## src/rtl/mouse_pos_tracker_if.sv

```systemverilog
// Bus between the PS/2 byte receiver and the cursor tracker.
// rx_valid is a one-cycle strobe with no back-pressure: the tracker samples every strobed byte and never stalls.
interface mouse_pos_tracker_if;
    logic [7:0]  rx_data;
    logic        rx_valid;
    logic [11:0] xpos;
    logic [11:0] ypos;
    logic        left;
    logic        right;
    logic        upd;
    logic        sync_err;
    logic [1:0]  dbg_state;

    modport master (
        output rx_data, rx_valid,
        input  xpos, ypos, left, right, upd, sync_err, dbg_state
    );

    modport slave (
        input  rx_data, rx_valid,
        output xpos, ypos, left, right, upd, sync_err, dbg_state
    );
endinterface

```

## src/rtl/mouse_pos_tracker.sv

```systemverilog
// Frames PS/2 mouse bytes into 3-byte packets and integrates the deltas into a
// screen-clamped cursor position with button states.
module mouse_pos_tracker #(
    parameter int XMAX        = 1280,
    parameter int YMAX        = 720,
    parameter int X_INIT      = 640,
    parameter int Y_INIT      = 360,
    parameter int TIMEOUT_CYC = 200000
) (
    input  logic              clk100MHz,
    input  logic              rst_n,
    mouse_pos_tracker_if.slave bus
);
    localparam int CW = $clog2(TIMEOUT_CYC);
    localparam logic [CW-1:0]     TLIM = CW'(TIMEOUT_CYC - 1);
    localparam logic signed [13:0] XLIM = 14'(XMAX - 1);
    localparam logic signed [13:0] YLIM = 14'(YMAX - 1);

    typedef enum logic [1:0] {
        WAIT_B0 = 2'd0,
        WAIT_B1 = 2'd1,
        WAIT_B2 = 2'd2,
        UPDATE  = 2'd3
    } state_t;

    state_t        state;
    logic [7:0]    b0, b1, b2;
    logic [CW-1:0] tcnt;
    logic [11:0]   xpos_q, ypos_q;
    logic          left_q, right_q, upd_q, sync_err_q;

    logic signed [13:0] dx, dy, nx, ny;
    logic [11:0]        nx_c, ny_c;

    // PS/2 +y points up while screen rows grow downward, hence the subtraction for ny.
    always_comb begin
        dx = b0[6] ? 14'sd0 : {{5{b0[4]}}, b0[4], b1};
        dy = b0[7] ? 14'sd0 : {{5{b0[5]}}, b0[5], b2};
        nx = $signed({2'b00, xpos_q}) + dx;
        ny = $signed({2'b00, ypos_q}) - dy;
        if (nx < 14'sd0)     nx_c = 12'd0;
        else if (nx > XLIM)  nx_c = XLIM[11:0];
        else                 nx_c = nx[11:0];
        if (ny < 14'sd0)     ny_c = 12'd0;
        else if (ny > YLIM)  ny_c = YLIM[11:0];
        else                 ny_c = ny[11:0];
    end

    always_ff @(posedge clk100MHz or negedge rst_n) begin
        if (!rst_n) begin
            state      <= WAIT_B0;
            b0         <= 8'd0;
            b1         <= 8'd0;
            b2         <= 8'd0;
            tcnt       <= '0;
            xpos_q     <= 12'(X_INIT);
            ypos_q     <= 12'(Y_INIT);
            left_q     <= 1'b0;
            right_q    <= 1'b0;
            upd_q      <= 1'b0;
            sync_err_q <= 1'b0;
        end else begin
            upd_q      <= 1'b0;
            sync_err_q <= 1'b0;
            case (state)
                WAIT_B0: begin
                    if (bus.rx_valid) begin
                        if (bus.rx_data[3]) begin
                            b0    <= bus.rx_data;
                            tcnt  <= '0;
                            state <= WAIT_B1;
                        end else begin
                            sync_err_q <= 1'b1;
                        end
                    end
                end
                WAIT_B1: begin
                    if (bus.rx_valid) begin
                        b1    <= bus.rx_data;
                        tcnt  <= '0;
                        state <= WAIT_B2;
                    end else if (tcnt == TLIM) begin
                        tcnt       <= '0;
                        sync_err_q <= 1'b1;
                        state      <= WAIT_B0;
                    end else begin
                        tcnt <= tcnt + CW'(1);
                    end
                end
                WAIT_B2: begin
                    if (bus.rx_valid) begin
                        b2    <= bus.rx_data;
                        tcnt  <= '0;
                        state <= UPDATE;
                    end else if (tcnt == TLIM) begin
                        tcnt       <= '0;
                        sync_err_q <= 1'b1;
                        state      <= WAIT_B0;
                    end else begin
                        tcnt <= tcnt + CW'(1);
                    end
                end
                UPDATE: begin
                    xpos_q  <= nx_c;
                    ypos_q  <= ny_c;
                    left_q  <= b0[0];
                    right_q <= b0[1];
                    upd_q   <= 1'b1;
                    state   <= WAIT_B0;
                    // A byte arriving here is the next packet's header candidate; judge it like WAIT_B0.
                    if (bus.rx_valid) begin
                        if (bus.rx_data[3]) begin
                            b0    <= bus.rx_data;
                            tcnt  <= '0;
                            state <= WAIT_B1;
                        end else begin
                            sync_err_q <= 1'b1;
                        end
                    end
                end
                default: state <= WAIT_B0;
            endcase
        end
    end

    assign bus.xpos      = xpos_q;
    assign bus.ypos      = ypos_q;
    assign bus.left      = left_q;
    assign bus.right     = right_q;
    assign bus.upd       = upd_q;
    assign bus.sync_err  = sync_err_q;
    assign bus.dbg_state = state;
endmodule

```

## src/flat_wrapper.sv

```systemverilog
// flat-port wrapper written by rule: the top's interface ports become plain ports
module mouse_pos_tracker_flat 
#(
    parameter int XMAX        = 1280,
    parameter int YMAX        = 720,
    parameter int X_INIT      = 640,
    parameter int Y_INIT      = 360,
    parameter int TIMEOUT_CYC = 200000
)
  (clk100MHz, rst_n, bus_rx_data, bus_rx_valid, bus_xpos, bus_ypos, bus_left, bus_right, bus_upd, bus_sync_err, bus_dbg_state);
  mouse_pos_tracker_if bus_i ();
  input  logic clk100MHz;
  input  logic rst_n;
  input wire logic [$bits(bus_i.rx_data)-1:0] bus_rx_data;
  input wire logic [$bits(bus_i.rx_valid)-1:0] bus_rx_valid;
  output wire logic [$bits(bus_i.xpos)-1:0] bus_xpos;
  output wire logic [$bits(bus_i.ypos)-1:0] bus_ypos;
  output wire logic [$bits(bus_i.left)-1:0] bus_left;
  output wire logic [$bits(bus_i.right)-1:0] bus_right;
  output wire logic [$bits(bus_i.upd)-1:0] bus_upd;
  output wire logic [$bits(bus_i.sync_err)-1:0] bus_sync_err;
  output wire logic [$bits(bus_i.dbg_state)-1:0] bus_dbg_state;
  assign bus_i.rx_data = bus_rx_data;
  assign bus_i.rx_valid = bus_rx_valid;
  assign bus_xpos = bus_i.xpos;
  assign bus_ypos = bus_i.ypos;
  assign bus_left = bus_i.left;
  assign bus_right = bus_i.right;
  assign bus_upd = bus_i.upd;
  assign bus_sync_err = bus_i.sync_err;
  assign bus_dbg_state = bus_i.dbg_state;
  mouse_pos_tracker #(.XMAX(XMAX), .YMAX(YMAX), .X_INIT(X_INIT), .Y_INIT(Y_INIT), .TIMEOUT_CYC(TIMEOUT_CYC)) u_core (.clk100MHz(clk100MHz), .rst_n(rst_n), .bus(bus_i));
endmodule
```

## config.mk

```make
export PLATFORM = sky130hd
export DESIGN_NAME = mouse_pos_tracker_flat
export DESIGN_NICKNAME = d
export VERILOG_FILES = /design/src/rtl/mouse_pos_tracker_if.sv /design/src/rtl/mouse_pos_tracker.sv /design/src/flat_wrapper.sv
export SDC_FILE = /design/constraint.sdc
export NUM_CORES = 1
export LEC_CHECK = 0
export ABC_AREA = 1
export BUFFER_PORTS_ARGS = -buffer_cell sky130_fd_sc_hd__buf_2
export CAP_MARGIN = 20
export CORE_MARGIN = 10
export CORE_UTILIZATION = 35
export CTS_CLUSTER_SIZE = 30
export DETAILED_ROUTE_END_ITERATION = 10
export PLACE_DENSITY_LB_ADDON = 0.05
export SLEW_MARGIN = 25
export SYNTH_ARGS = -nofsm -noshare
export SYNTH_HDL_FRONTEND = slang
export SYNTH_SLANG_ARGS = --single-unit
```

## constraint.sdc

```tcl
create_clock -name clk100MHz -period 2.19 [get_ports clk100MHz]
set_input_delay 0.438 -clock clk100MHz [delete_from_list [all_inputs] [get_ports clk100MHz]]
set_output_delay 0.438 -clock clk100MHz [all_outputs]
set_load 0.005 [all_outputs]
```

* Yosys cells after proc, flatten, opt, wreduce, memory -nomap -nowiden *
Index checks and enable logic that the tools add are counted.

storage, ports and cells
  latch bits = 0
  memory bits (read-only) = 0
  register bits = 72
  memory bits (writable) = 0
  logic and storage cells = 59
  memories kept = 0
  output and inout bits = 30

operators by class
  reductions and logical operators = 8
  eq/ne operators = 8
  bitwise logic cells = 0
  mux-type cells = 25
  add/subtract/negate cells = 3
  div/mod/pow operators = 0
  shift-type cells = 0
  $lt $le $gt $ge = 4
  $mul = 0

operators with widths
  kind                                                             number
  two-way mux 18 bit                                               4
  two-way mux 12 bit                                               4
  case mux 18 bit (2 select lines)                                 1
  < comparator 14 x 1 -> 1 bit, second input constant              2
  two-way mux 14 bit                                               2
  adder 18 x 1 -> 18 bit, second input constant                    1
  equality test 18 bit, second input constant                      1
  adder 13 x 14 -> 14 bit                                          1
  greater-than comparator 14 x 11 -> 1 bit, second input constant  1
  greater-than comparator 14 x 12 -> 1 bit, second input constant  1
  subtractor 13 x 14 -> 14 bit                                     1
  two-way mux 2 bit                                                6
  case mux 2 bit (4 select lines)                                  1
  AND reduction 2 bit                                              4
  two-way mux 1 bit                                                6
  equality test 2 bit, second input constant                       2
  inequality test 2 x 1 -> 1 bit, second input constant            2
  inequality test 2 bit, second input constant                     2
  OR reduction 2 bit                                               2
  AND reduction 3 bit                                              1
  equality test 2 x 1 -> 1 bit, second input constant              1
  zero test 2 bit                                                  1
  case mux 1 bit (2 select lines)                                  1

* Longest topological paths before layout *
  word-level depth = 5
  gate-level depth with buffers = 18
  gate-level depth less buffers = 18

* Least setup slack after synthesis *
No wires, ideal clock.

  path type = register -> register
  start = register u_core.b0[7]
  end = register u_core.ypos_q[0] (netlist: u_core.bus.ypos[0])
  stages on the path, launching flop included = 14
  arrival time = 2.092 ns
  clock period less this slack = 2.209 ns
  setup slack = -0.019 ns
  library setup time = 0.117 ns
  cell sequence = dfrtp_1 inv_1 nand2_1 ha_1 a21oi_1 nand2_1 a21oi_2 nand3_1 nand2_1 nand2_1 nor2_4 nand3_1 nand2_1 nand2_1

on the way
  longest elaborated chain between the ends = 5
  elaborated cells on any way between the ends = 6

RTL lines
  element                                   line                      text
  start, declared                           mouse_pos_tracker.sv:27   logic [7:0] b0, b1, b2;
  start signal, assigned                    mouse_pos_tracker.sv:69   b0 <= bus.rx_data;
  start signal, assigned                    mouse_pos_tracker.sv:113  b0 <= bus.rx_data;
  two-way mux 14 bit (*)                    mouse_pos_tracker.sv:38   dy = b0[7] ? 14'sd0 : {{5{b0[5]}}, b0[5], b2};
  subtractor 13 x 14 -> 14 bit (*)          mouse_pos_tracker.sv:40   ny = $signed({2'b00, ypos_q}) - dy;
  greater-than comparator 14 x 11 -> 1 bit  mouse_pos_tracker.sv:45   else if (ny > YLIM) ny_c = YLIM[11:0];
  two-way mux 12 bit                        mouse_pos_tracker.sv:45
  two-way mux 12 bit (*)                    mouse_pos_tracker.sv:44   if (ny < 14'sd0) ny_c = 12'd0;
  end signal, assigned                      mouse_pos_tracker.sv:57   ypos_q <= 12'(Y_INIT);
  end signal, assigned                      mouse_pos_tracker.sv:105  ypos_q <= ny_c;
  end, declared                             mouse_pos_tracker.sv:29   logic [11:0] xpos_q, ypos_q;

Every way passes the cells marked *; elsewhere a longest branch is shown, timed or not.
A chain may end at the register's enable or synchronous reset.

* Worst setup path in the final report *
Ends and elaborated chain as after synthesis.

==> metrics.yaml <==
status:
  outcome: "finished with violations"
  violations: "negative setup slack"
synthesis:
  yosysTopAreaCell: "dfrtp_1"
  ys_seq_area_frac: 0.366
  postSynthCellCount: 682
  synth_area_leaders: "dfrtp_1 33%, nand2_1 17%, inv_1 7.9%"
  synth_area_sq_mm: 0.00481
  synth_top_area_share: 0.333
  ys_warn_count: 0
  ys.flop_type: "dfrtp_1"
  synth_edf_count: 0
  syn_nets: 724
  async_reset_ff_frac: 1.00
  synth_most_common_cell: "nand2_1"
  synth.distinct_cells: 38
  syn_area_per_cell_sq_um: 7.05
  yosys-top-cells-count: "223 x nand2_1, 101 x inv_1, 64 x dfrtp_1"
  synth_seq_cells: 70
worst_setup_path:
  slowest_stage: "dfrtp_1"
  required_ps: 2430
  path_buf_inv: 0
  slowest_delay_ps: 420
  end_kind: "flip-flop"
  crit_chain: "nor2_2 > ha_2 > fa_2 > nand3b_1 > nand2_2 > nand2_2 > nand2_2 > nand2_2 > nand2_1 > nand2_1 > nand2_1 > nand2_2 > nor2_4 > nand3_1 > nand2_1 > nand2_1"
  critPathKind: "reg2reg"
  cp-start-kind: "flip-flop"
  arrival_ps: 2620
  cp_max_fo: 5
  crit_family: "simple AND/OR/NAND/NOR gates"
power:
  p_leak_nw: 3.44
  p_per_area_mw_per_mm2: 1790
  totalPowerFinal_mw: 11.9
  irDropWorstVdd_uv: 533
global_route:
  grt_max_degree: 43
  grt_pass1_vias: 4818
  grt_use_total: 0.158
  overflow: 0
  antenna_found_initial: 0
  grt_first_pass_wirelength_um: 23900
detailed_routing:
  firstDrtPassIters: 5
  ant_nets: 0
  avgRoutedWirePerCell_um: 14.4
  drtIter0Drc: 282
  drc: 0
  vias_per_cell: 4.83
  totalWireLength_um: 14300
  vias: 4795
place:
  dp.cells: 955
  dp_slack_ps: -384
  hpwlAfterDp_um: 10400
  gp_congestion: 0.885
  place_area_sq_mm: 0.00570
  io_buffers: 40
floorplanning:
  rows: 42
  die_area_sq_mm: 0.0188
  coreArea_sq_mm: 0.0133
  io-pin-count: 41
  initial_core_util: 0.360
  die_x_um: 137
  die_h_um: 137
layout:
  fill_cells: 1379
  multiInputGateArea_sq_mm: 0.00315
  layout.cells.non_filler: 992
  design_area_sq_mm: 0.00667
  area_growth_pct: 38.6
  drive_above_1_share: 0.339
  fin_nets: 853
  fin_util: 0.500
  regArea_sq_mm: 0.00176
  antenna_cells: 0
worst_hold_path:
  hold_class: "in2async"
cts:
  clk_pin_slew_ps: 60
  clockBufferDepth: 2
  numCtsBuffers: 9
  holdBufCountCts: 0
  cts_tree: "built"
  ctsRootBufferMaster: "clkbuf_16"
  clk_latency_ps: 350
  cts_sinks: 70
  h-tree-depth: 3
timing:
  rsz0062_at_grt: "yes"
  hold_viol: 0
  timing.fmax_mhz: 420
  drv_slew: 0
  finalSetupTns_ps: -1400
  fin_ws_ps: -191
  relSlewSlack: 0.686
  fin_crit_sh: 1.09
  whs_ps: 32.0
  tightestPinTransition_ps: 469
  skew_ps: 10.6
  finalSetupViolCount: 12
  final.min_clock_period_ps: 2380
job:
  drv_cap: 0
## routing by layer
| metal | share of wire | track usage | up-vias |
|---|---|---|---|
| met1 | 0.45 | 0.208 | 2246 |
| met2 | 0.48 | 0.260 | 104 |
| met3 | 0.051 | 0.0259 | 16 |
| met4 | 0.015 | 0.0521 | 0 |
| li1 | - | - | 2429 |
| met5 | 0 | 0 | - |
## layout make-up
cell class                 instances  area share
multi-input combinational        501       0.472
clock buffer                      11      0.0379
tap                              176      0.0330
timing repair inverter             1     0.00113
clock inverter                     5     0.00507
timing repair buffer             123       0.127
sequential                        70       0.264
inverter                         105      0.0599
## state kept, by name, indices dropped and copies added (netlist names)
name,flops
u_core.bus.left,1
u_core.b2,8
u_core.bus.dbg_state,2
u_core.tcnt,18
u_core.b0,6
u_core.bus.sync_err,1
u_core.bus.xpos,12
u_core.bus.right,1
u_core.bus.upd,1
u_core.b1,8
u_core.bus.ypos,12
## report_power, final
part / internal [mW] / leakage, nW / switching [mW]
logic: 3.66 / 2.41 / 4.74
clock network: 0.827 / 0.138 / 0.601
registers: 1.74 / 0.894 / 0.372
total: 6.23 / 3.44 / 5.71
## cell families after synthesis
logic type      count (synthesis)  synth area share
simple gates                  378             0.345
compound gates                 74            0.0866
xor+xnor                       14            0.0255
buf+inv                       115            0.0939
fa+ha+maj                      31            0.0837
flops                          70             0.366
## repair_timing
action / in CTS / in global routing
cloned: 5 / 0
buffers inserted: 11 / 5
setup endpoints to repair: 21 / 21
endpoints found under the hold margin: 0 / 0
pin swaps: 37 / 35
resized for setup: 81 / 45
## path summary, 6_finish.rpt
kind | from | to | slack, ps | cells past startpoint
min in group clk100MHz | bus_rx_data[3] | u_core.bus.sync_err | 320 | 2
worst max register to register | u_core.b0[7] | u_core.bus.ypos[0] | -190 | 16
max in group asynchronous | rst_n | u_core.bus.ypos[8] | 1520 | 2
worst max-delay path | u_core.b0[7] | u_core.bus.ypos[0] | -190 | 16
worst min-delay path | rst_n | u_core.tcnt[13] | 30 | 1
worst min register to register | u_core.bus.right | u_core.bus.right | 470 | 2
## layout by cell type, fill, tap and decap left out, types with 15 or more instances in the layout
cell type  netlist  layout
nand2_1        223     183
inv_1          101      94
buf_4            0      80
dfrtp_1         64      64
nor2_1          57      49
nand2_2          8      40
buf_2            2      39
o21ai_0         37      36
nand3_1         49      31
nand4_1         16      16
nand3_2          0      15
## worst register-to-register path: cells and delay by family, from the launching register on
kind	cells	cell delay (ps)
and+or+nand+nor	14	1300
DFF	1	420
adders and majority gates	2	550
Note: power is estimated with default switching activity, not from simulation.
